## src/rtl/mem_arbiter_pkg.sv

```systemverilog
// Shared types and defaults for the instruction/data memory arbiter.
package mem_arbiter_pkg;

   typedef enum logic [2:0] {
      IDLE   = 3'd0,
      DACC   = 3'd1,
      FACC   = 3'd2,
      DUMP   = 3'd3,
      HALTED = 3'd4
   } arbState_t;

   localparam int STARVE_MAX_DEFAULT = 4;

endpackage

```

## src/rtl/mem_arbiter_arb_select.sv

```systemverilog
// Grant selection between data and fetch requesters, with a bounded
// starvation counter so a pending fetch eventually wins.
module arb_select
   import mem_arbiter_pkg::*;
#(
   parameter int STARVE_MAX = STARVE_MAX_DEFAULT
) (
   input  logic clk,
   input  logic rst,
   input  logic en,
   input  logic dReq,
   input  logic fReq,
   output logic grantData,
   output logic grantFetch
);

   localparam int CW = (STARVE_MAX < 1) ? 1 : $clog2(STARVE_MAX + 1);

   logic [CW-1:0] starveCnt;
   logic          belowMax;

   assign belowMax = (starveCnt < CW'(STARVE_MAX));

   always_comb begin
      grantData  = 1'b0;
      grantFetch = 1'b0;
      if (en) begin
         if (dReq && belowMax) begin
            grantData = 1'b1;
         end else if (fReq) begin
            grantFetch = 1'b1;
         end else if (dReq) begin
            grantData = 1'b1;
         end
      end
   end

   // Counts data grants only while a fetch is waiting; any idle fetch
   // line or fetch grant starts the count over.
   always_ff @(posedge clk or negedge rst) begin
      if (!rst) begin
         starveCnt <= '0;
      end else if (grantFetch || !fReq) begin
         starveCnt <= '0;
      end else if (grantData && belowMax) begin
         starveCnt <= starveCnt + 1'b1;
      end
   end

endmodule

```

## src/rtl/mem_arbiter.sv

```systemverilog
// Shares one memory port between instruction fetch and data access,
// handles misaligned data errors and a halt/dump sequence.
module mem_arbiter
   import mem_arbiter_pkg::*;
#(
   parameter int STARVE_MAX = STARVE_MAX_DEFAULT
) (
   input  logic        clk,
   input  logic        rst,
   input  logic        if_req,
   input  logic [15:0] if_addr,
   input  logic        d_rd,
   input  logic        d_wr,
   input  logic [15:0] d_addr,
   input  logic [15:0] d_wdata,
   input  logic        halt,
   input  logic [15:0] mem_rdata,
   input  logic        mem_done,
   output logic        mem_en,
   output logic        mem_wr,
   output logic        mem_createdump,
   output logic [15:0] mem_addr,
   output logic [15:0] mem_wdata,
   output logic        if_valid,
   output logic        d_valid,
   output logic [15:0] if_rdata,
   output logic [15:0] d_rdata,
   output logic        if_stall,
   output logic        d_stall,
   output logic        d_err,
   output logic [2:0]  dbgState
);

   arbState_t   state, nextState;
   logic        haltPending;
   logic        dReq;
   logic        grantEn, grantData, grantFetch;
   logic        accWr;
   logic [15:0] addrReg, wdataReg;

   assign dReq    = d_rd | d_wr;
   assign grantEn = (state == IDLE) && !haltPending;

   arb_select #(
      .STARVE_MAX(STARVE_MAX)
   ) uSelect (
      .clk       (clk),
      .rst       (rst),
      .en        (grantEn),
      .dReq      (dReq),
      .fReq      (if_req),
      .grantData (grantData),
      .grantFetch(grantFetch)
   );

   always_comb begin
      nextState = state;
      case (state)
         IDLE: begin
            // A halt latched during an earlier access wins over new grants.
            if (haltPending) begin
               nextState = DUMP;
            end else if (grantFetch) begin
               nextState = FACC;
            end else if (grantData) begin
               nextState = d_addr[0] ? IDLE : DACC;
            end else if (halt) begin
               nextState = DUMP;
            end
         end
         DACC, FACC: begin
            if (mem_done) begin
               nextState = IDLE;
            end
         end
         DUMP:    nextState = HALTED;
         HALTED:  nextState = HALTED;
         default: nextState = IDLE;
      endcase
   end

   always_ff @(posedge clk or negedge rst) begin
      if (!rst) begin
         state       <= IDLE;
         haltPending <= 1'b0;
         accWr       <= 1'b0;
         addrReg     <= 16'h0000;
         wdataReg    <= 16'h0000;
         if_valid    <= 1'b0;
         d_valid     <= 1'b0;
         d_err       <= 1'b0;
         if_rdata    <= 16'h0000;
         d_rdata     <= 16'h0000;
      end else begin
         state    <= nextState;
         if_valid <= 1'b0;
         d_valid  <= 1'b0;
         d_err    <= 1'b0;
         if (halt) begin
            haltPending <= 1'b1;
         end
         if (grantFetch) begin
            addrReg  <= if_addr;
            wdataReg <= 16'h0000;
            accWr    <= 1'b0;
         end else if (grantData) begin
            if (d_addr[0]) begin
               d_err   <= 1'b1;
               d_valid <= 1'b1;
               d_rdata <= 16'h0000;
            end else begin
               addrReg  <= d_addr;
               wdataReg <= d_wdata;
               accWr    <= d_wr;
            end
         end
         if (state == FACC && mem_done) begin
            if_rdata <= mem_rdata;
            if_valid <= 1'b1;
         end
         if (state == DACC && mem_done) begin
            d_rdata <= accWr ? 16'h0000 : mem_rdata;
            d_valid <= 1'b1;
         end
      end
   end

   assign mem_en         = (state == DACC) || (state == FACC);
   assign mem_wr         = (state == DACC) && accWr;
   assign mem_createdump = (state == DUMP);
   assign mem_addr       = addrReg;
   assign mem_wdata      = wdataReg;
   assign d_stall        = dReq & ~d_valid;
   assign if_stall       = if_req & ~if_valid;
   assign dbgState       = state;

endmodule

```

## config.mk

```make
export PLATFORM = sky130hd
export DESIGN_NAME = mem_arbiter
export DESIGN_NICKNAME = d
export VERILOG_FILES = /design/src/rtl/mem_arbiter_pkg.sv /design/src/rtl/mem_arbiter_arb_select.sv /design/src/rtl/mem_arbiter.sv
export SDC_FILE = /design/constraint.sdc
export NUM_CORES = 1
export LEC_CHECK = 0
export CORE_MARGIN = 2
export CORE_UTILIZATION = 41
export DETAILED_ROUTE_END_ITERATION = 16
export PLACE_DENSITY = 0.79
export SYNTH_ARGS = -nofsm -noshare
export SYNTH_HDL_FRONTEND = slang
export SYNTH_SLANG_ARGS = --single-unit
```

## constraint.sdc

```tcl
create_clock -name clk -period 2.7 [get_ports clk]
set_clock_uncertainty 0.2 [all_clocks]
set_input_delay 0.405 -clock clk [delete_from_list [all_inputs] [get_ports clk]]
set_output_delay 0.405 -clock clk [all_outputs]
set_load 0.02 [all_outputs]
```

* Yosys cells after proc, flatten, opt, wreduce, memory -nomap -nowiden
Index checks and enable logic that the tools add are counted.
** Word-level totals
- Logic and storage cells :: 81
- Register bits after elaboration :: 75
- Output and inout bits :: 75
** Operators by class
- Reductions and logical operators :: 20
- Eq/ne operators :: 8
- Bitwise operators :: 5
- Add/subtract/negate cells :: 1
- Order comparisons :: 1
- Mux-type cells :: 35
** Operator list (number)
- two-way mux 16 bit :: 11
- two-way mux 3 bit :: 7
- two-way mux 1 bit :: 16
- one-hot mux 3 bit (3 select lines) :: 1
- nonzero test 2 bit :: 4
- equality test 3 x 2 -> 1 bit (second input constant) :: 2
- logical AND 1 bit :: 6
- inequality test 5 x 3 -> 1 bit (second input constant) :: 1
- inequality test 2 bit (second input constant) :: 2
- AND reduction 2 bit :: 2
- OR reduction 2 bit :: 2
- adder 3 x 1 -> 3 bit (second input constant) :: 1
- equality test 3 x 1 -> 1 bit (second input constant) :: 1
- equality test 3 bit (second input constant) :: 1
- logical NOT 3 bit :: 1
- < comparator 3 bit (second input constant) :: 1
- AND reduction 3 bit :: 1
- bitwise AND 1 bit :: 2
- logical NOT 1 bit :: 2
- logical OR 1 bit :: 2
- inequality test 2 x 1 -> 1 bit (second input constant) :: 1
- NOT 1 bit :: 2
- bitwise OR 1 bit :: 1

* Depth between registers and ports, before layout
- Word-level depth :: 9
- Gate-level depth with buffers :: 7
- Mapped depth without buffers :: 4

* Modules after synthesis
From an unflattened synthesis, not the netlist that was laid out.
** Second synthesis, totals
- Cells, all modules :: 268
- Area total of the unflattened synthesis :: 3163.0 um^2
** Modules (own cells, without submodules)
- mem_arbiter :: times used 1, cells an instance 250, area each 2981.6 um^2
- arb_select :: times used 1, cells an instance 18, area each 181.4 um^2

* Least setup slack after synthesis
Ideal clock, no wire load.
- Path kind :: reg-to-reg
- From :: register state[0], in the netlist dbgState[0]
- To :: register addrReg[2], in the netlist mem_addr[2]
- Period minus slack after synthesis :: 2.329 ns
- Path buffers :: 3
- Setup slack :: 0.371 ns
- Arrival :: 2.010 ns
- Cell stages (with the launch flop) :: 8
- Required time :: 2.381 ns
- Cells stage by stage :: dfrtp_1 > buf_2 > or4_4 > or3_1 > buf_2 > buf_6 > o22a_1 > o21a_1
** On the way
- Cells in the longest elaborated chain, start to end :: 5
- Elaborated cells between the ends (all ways) :: 8
** RTL lines
- start, declared :: RTL line mem_arbiter.sv:34 : arbState_t state, nextState;
- start signal, assigned :: RTL line mem_arbiter.sv:95 : state <= nextState;
- logical NOT 3 bit * :: RTL line mem_arbiter.sv:42 : assign grantEn = (state == IDLE) && !haltPending;
- logical AND 1 bit * :: RTL line mem_arbiter.sv:42
- two-way mux 1 bit :: RTL line mem_arbiter_arb_select.sv:27 : if (en) begin
- inequality test 2 x 1 -> 1 bit (no source line) / nonzero test 2 bit (equally long branches)
- AND reduction 2 bit (no source line)
- end signal, assigned :: RTL line mem_arbiter.sv:103 : addrReg <= if_addr;
- end signal, assigned :: RTL line mem_arbiter.sv:112 : addrReg <= d_addr;
- end, declared :: RTL line mem_arbiter.sv:39 : logic [15:0] addrReg, wdataReg;
Every way passes the cells marked *; elsewhere a longest branch is shown, timed or not.
A chain may end at the register's enable or synchronous reset.

* Worst setup path after layout
- From :: register state[1], in the netlist dbgState[1]
- To :: output port mem_wr
** On the way
- Cells in the longest elaborated chain, start to end :: 2
** RTL lines
- equality test 3 x 1 -> 1 bit :: RTL line mem_arbiter.sv:129 : assign mem_wr = (state == DACC) && accWr;
- logical AND 1 bit :: RTL line mem_arbiter.sv:129
- end, declared :: RTL line mem_arbiter.sv:20 : output logic mem_wr,
No other way between the ends.

==> summary.md <==
- data arrival time of the critical path: 1.93 ns
- initial antenna violation count: 0
- core region area: 7253 µm²
- remaining routing DRC violations: 0
- combinational group share of total power: 39.9%
- half-perimeter wire length of the detailed placement result: 5.820 mm
- CTS Root Cell: sky130_fd_sc_hd__clkbuf_8
- sequential cell area fraction in the yosys report: 61.03%
- part of the total power dissipated in sequential elements: 37.0%
- Max transition margin: 37.04%
- number of filler cells placed in the layout: 565
- fraction of layout instances using a drive strength above 1: 12.20%
- Die Width: 90.61 µm
- via count of the first global-routing pass: 2661
- CP startpoint kind: flip-flop
- critical path class: reg -> out
- final global-route overflow total: 0
- switching power of the nets: 1.436 mW
- switching share of total power: 32.02%
- final setup vio count: 0
- Post-Synthesis Mean Instance Area: 12.06 µm²
- crit path time final: 2.537 ns
- Worst path slowest cell: sky130_fd_sc_hd__clkdlybuf4s50_1
- insertion delay to the later sink of the worst-skew pair: 0.34 ns
- drt first-iter violations: 94
- final count of pins violating max slew: 0
- placer's final routability congestion estimate: 0.7803
- number of H-tree levels: 3
- number of CTS-inserted buffers: 9
- net count after synthesis: 327
- average wire length per cell after detail routing: 15.97 µm
- most used flip-flop cell after synthesis: sky130_fd_sc_hd__dfrtp_1
- Die Height: 90.61 µm
- Post-CTS Setup Bufs: 0
- quantity of I/O buffers inserted on ports: 145
- number of iterations in the first detailed-routing pass: 4
- max-capacitance violation count: 0
- clock network fraction of design power: 23.0%
- number of rows created at floorplan: 31
- setup repair after global routing missed its margin: false
- transition time of the tightest slew-check pin: 0.9444 ns
- top-level port count: 146
- Mapped Area: 3075 µm²
- pin count of the biggest net entering global routing: 76
- EDFF count, synth: 0
- Max Buffers Root-to-Sink: 2
- category of the worst setup path capture point: output pin
- maximum fanout encountered on the critical timing path: 11
- sum of buffers and inverters on the critical path: 1
- post-route core utilization: 67.16%
- number of unique standard cell types used by synthesis: 37
- clock slew at the register clock pins of the worst setup and hold paths: 0.08 ns
- remaining number of nets flagged by the antenna check after routing: 0
- worst-path cell chain: nor3b_2, and2_1, clkdlybuf4s50_1
- Peak Freq: 0.3942 GHz
- summed negative setup slack over all endpoints: 0 ns
- via count: 2554
- Yosys warning total: 0
- Sink Count: 75
- Area growth, synth to finish: 58.38%
- count of hold-fix buffers inserted at cts: 0
- flops & latches, synth: 75
- final hold vios: 0
- largest incremental delay on the critical path: 0.60 ns
- path type of the worst min-delay path: in -> async
- family with the most delay on the worst path: buffers and inverters
- Routed Wire Length: 8.127 mm
- post-DR vias/cell: 5.018
- Worst VDD drop: 0.5938 mV
- aggregate global-route resource usage: 20.58%
- Int Power: 3.048 mW
- data required time of the critical path: 2.10 ns
- overall die area: 8210 µm²
- final clock period utilization by the worst path: 93.96%
- synthesized instance count: 255
- initial standard-cell utilization of the core: 42.40%
- status: finished, final reports clean
- cell leakage power: 2.028 nW
- CTS tree: yes
- async set or reset register ratio after synthesis: 100.0%
- first-pass GRT wire length: 13.41 mm
- Cell Pwr Density: 920.5 nW/µm²
- number of nets at the end of the flow: 477
- diode insertion count for antenna repair: 0
==> synthesized netlist by cell type (2+ instances only) <==
cell | instances | area [µm²]
sky130_fd_sc_hd__a21oi_1 | 20 | 100.1
sky130_fd_sc_hd__a22o_1 | 16 | 140.1
sky130_fd_sc_hd__buf_2 | 5 | 25.02
sky130_fd_sc_hd__buf_4 | 2 | 15.01
sky130_fd_sc_hd__buf_6 | 3 | 33.78
sky130_fd_sc_hd__clkbuf_1 | 5 | 18.77
sky130_fd_sc_hd__dfrtp_1 | 75 | 1877
sky130_fd_sc_hd__inv_1 | 5 | 18.77
sky130_fd_sc_hd__mux2_2 | 16 | 180.2
sky130_fd_sc_hd__nand2_1 | 37 | 138.9
sky130_fd_sc_hd__nor2_1 | 7 | 26.28
sky130_fd_sc_hd__nor2b_1 | 4 | 25.02
sky130_fd_sc_hd__nor3_1 | 4 | 20.02
sky130_fd_sc_hd__nor3_2 | 2 | 20.02
sky130_fd_sc_hd__o21a_1 | 15 | 112.6
sky130_fd_sc_hd__o21ai_0 | 2 | 10.01
sky130_fd_sc_hd__o22a_1 | 15 | 131.4
sky130_fd_sc_hd__o2bb2ai_1 | 2 | 17.52
sky130_fd_sc_hd__or2_2 | 2 | 12.51
==> cell usage in the layout, fill, tap and decap left out, drive strengths merged, types with 2 or more instances in the layout <==
master,count
nor2,7
clkinv,2
bufinv,3
nand2,37
buf,10
clkdlybuf4s50,144
o2bb2ai,2
mux2,16
or2,2
nor2b,4
o22a,15
a21oi,21
a22o,16
nor3,7
dfrtp,75
or4,2
o21a,15
inv,5
clkbuf,11
o21ai,2
==> cell families (layout without fill, tap and decap cells) <==
group                    Yosys count  count (layout)  share of synthesized area, %
buffers and inverters             20             175                         3.621
flip-flops                        75              75                         61.03
XOR/XNOR                           1               1                        0.2848
AO/OA/AOI/OAI                     76              76                         18.15
AND/OR/NAND/NOR                   66              66                         10.66
adder cells (fa/ha/maj)            1               1                        0.4068
multiplexers                      16              16                         5.858
==> power groups by stage <==
stage	Combinational (mW)	Clock (mW)	Sequential, mW
after floorplan	0.522	0	2.02
after global placement	1.78	0	1.65
after detailed placement	1.80	0	1.67
after CTS	1.81	1.06	1.66
after global routing	1.90	1.11	1.71
final	1.79	1.03	1.66
==> per-stage QoR <==
| stage | total power [mW] | area [µm²] | setup WS (ns) | hold WS (ns) | instances |
|---|---|---|---|---|---|
| 6_report | 4.484 | 4871 | 0.1631 | 0.0005566 | 509 |
| 5_1_grt | 4.721 | 4871 | 0.03233 | 0.07611 | 509 |
| 4_1_cts | 4.528 | 4865 | 0.006920 | 0.03975 | 509 |
| 3_5_place_dp | 3.472 | 4623 | 0.2824 | 0.2795 | 493 |
| 3_3_place_gp | 3.436 | 4623 | 0.3025 | 0.2724 | 493 |
| 2_1_floorplan | 2.538 | 3075 | 0.3712 | -0.09059 | 255 |
==> flip-flops by register name, indices dropped and copies added (netlist names) <==
register           flops
accWr                  1
d_err                  1
d_rdata               16
d_valid                1
dbgState               3
haltPending            1
if_rdata              16
if_valid               1
mem_addr              16
mem_wdata             16
uSelect.starveCnt      3
==> per-layer routing <==
layer  vias up  wire length (µm)  GRT usage (%)
li1       1208                 -              -
met1      1212              3494          27.30
met2       123              3685          31.65
met3        11               842          7.513
met4         0               105          6.282
met5         -                 0              0
==> what timing repair did <==
item / in CTS / in global routing
resized for setup: 0 / 2
endpoints found under the setup margin: 0 / 1
hold endpoints to repair: 0 / 0
==> area by class of cell <==
cell class / count / area (µm²) / share of cell area [%]
Clock buffer: 11 / 141.4 / 2.903
Clock inverter: 5 / 100.1 / 2.055
Inverter: 5 / 18.77 / 0.3853
Multi-Input combinational cell: 160 / 1092 / 22.42
Sequential cell: 75 / 1878 / 38.56
Tap cell: 99 / 123.9 / 2.543
Timing Repair Buffer: 154 / 1516 / 31.13
==> path summary, 6_finish.rpt <==
check                           depth (start not counted)   startpoint            to  slack (ns)
min in group clk                                        1  mem_addr[5]   mem_addr[5]        0.29
worst max register to register                          5  dbgState[1]  mem_addr[13]        0.26
max in group asynchronous                               1          rst   dbgState[0]        1.63
worst min-delay path                                    1          rst  mem_wdata[6]      0.0006
worst min register to register                          1  mem_addr[5]   mem_addr[5]        0.29
worst max-delay path                                    3  dbgState[1]        mem_wr        0.16
(Power assumes the default switching activity.)
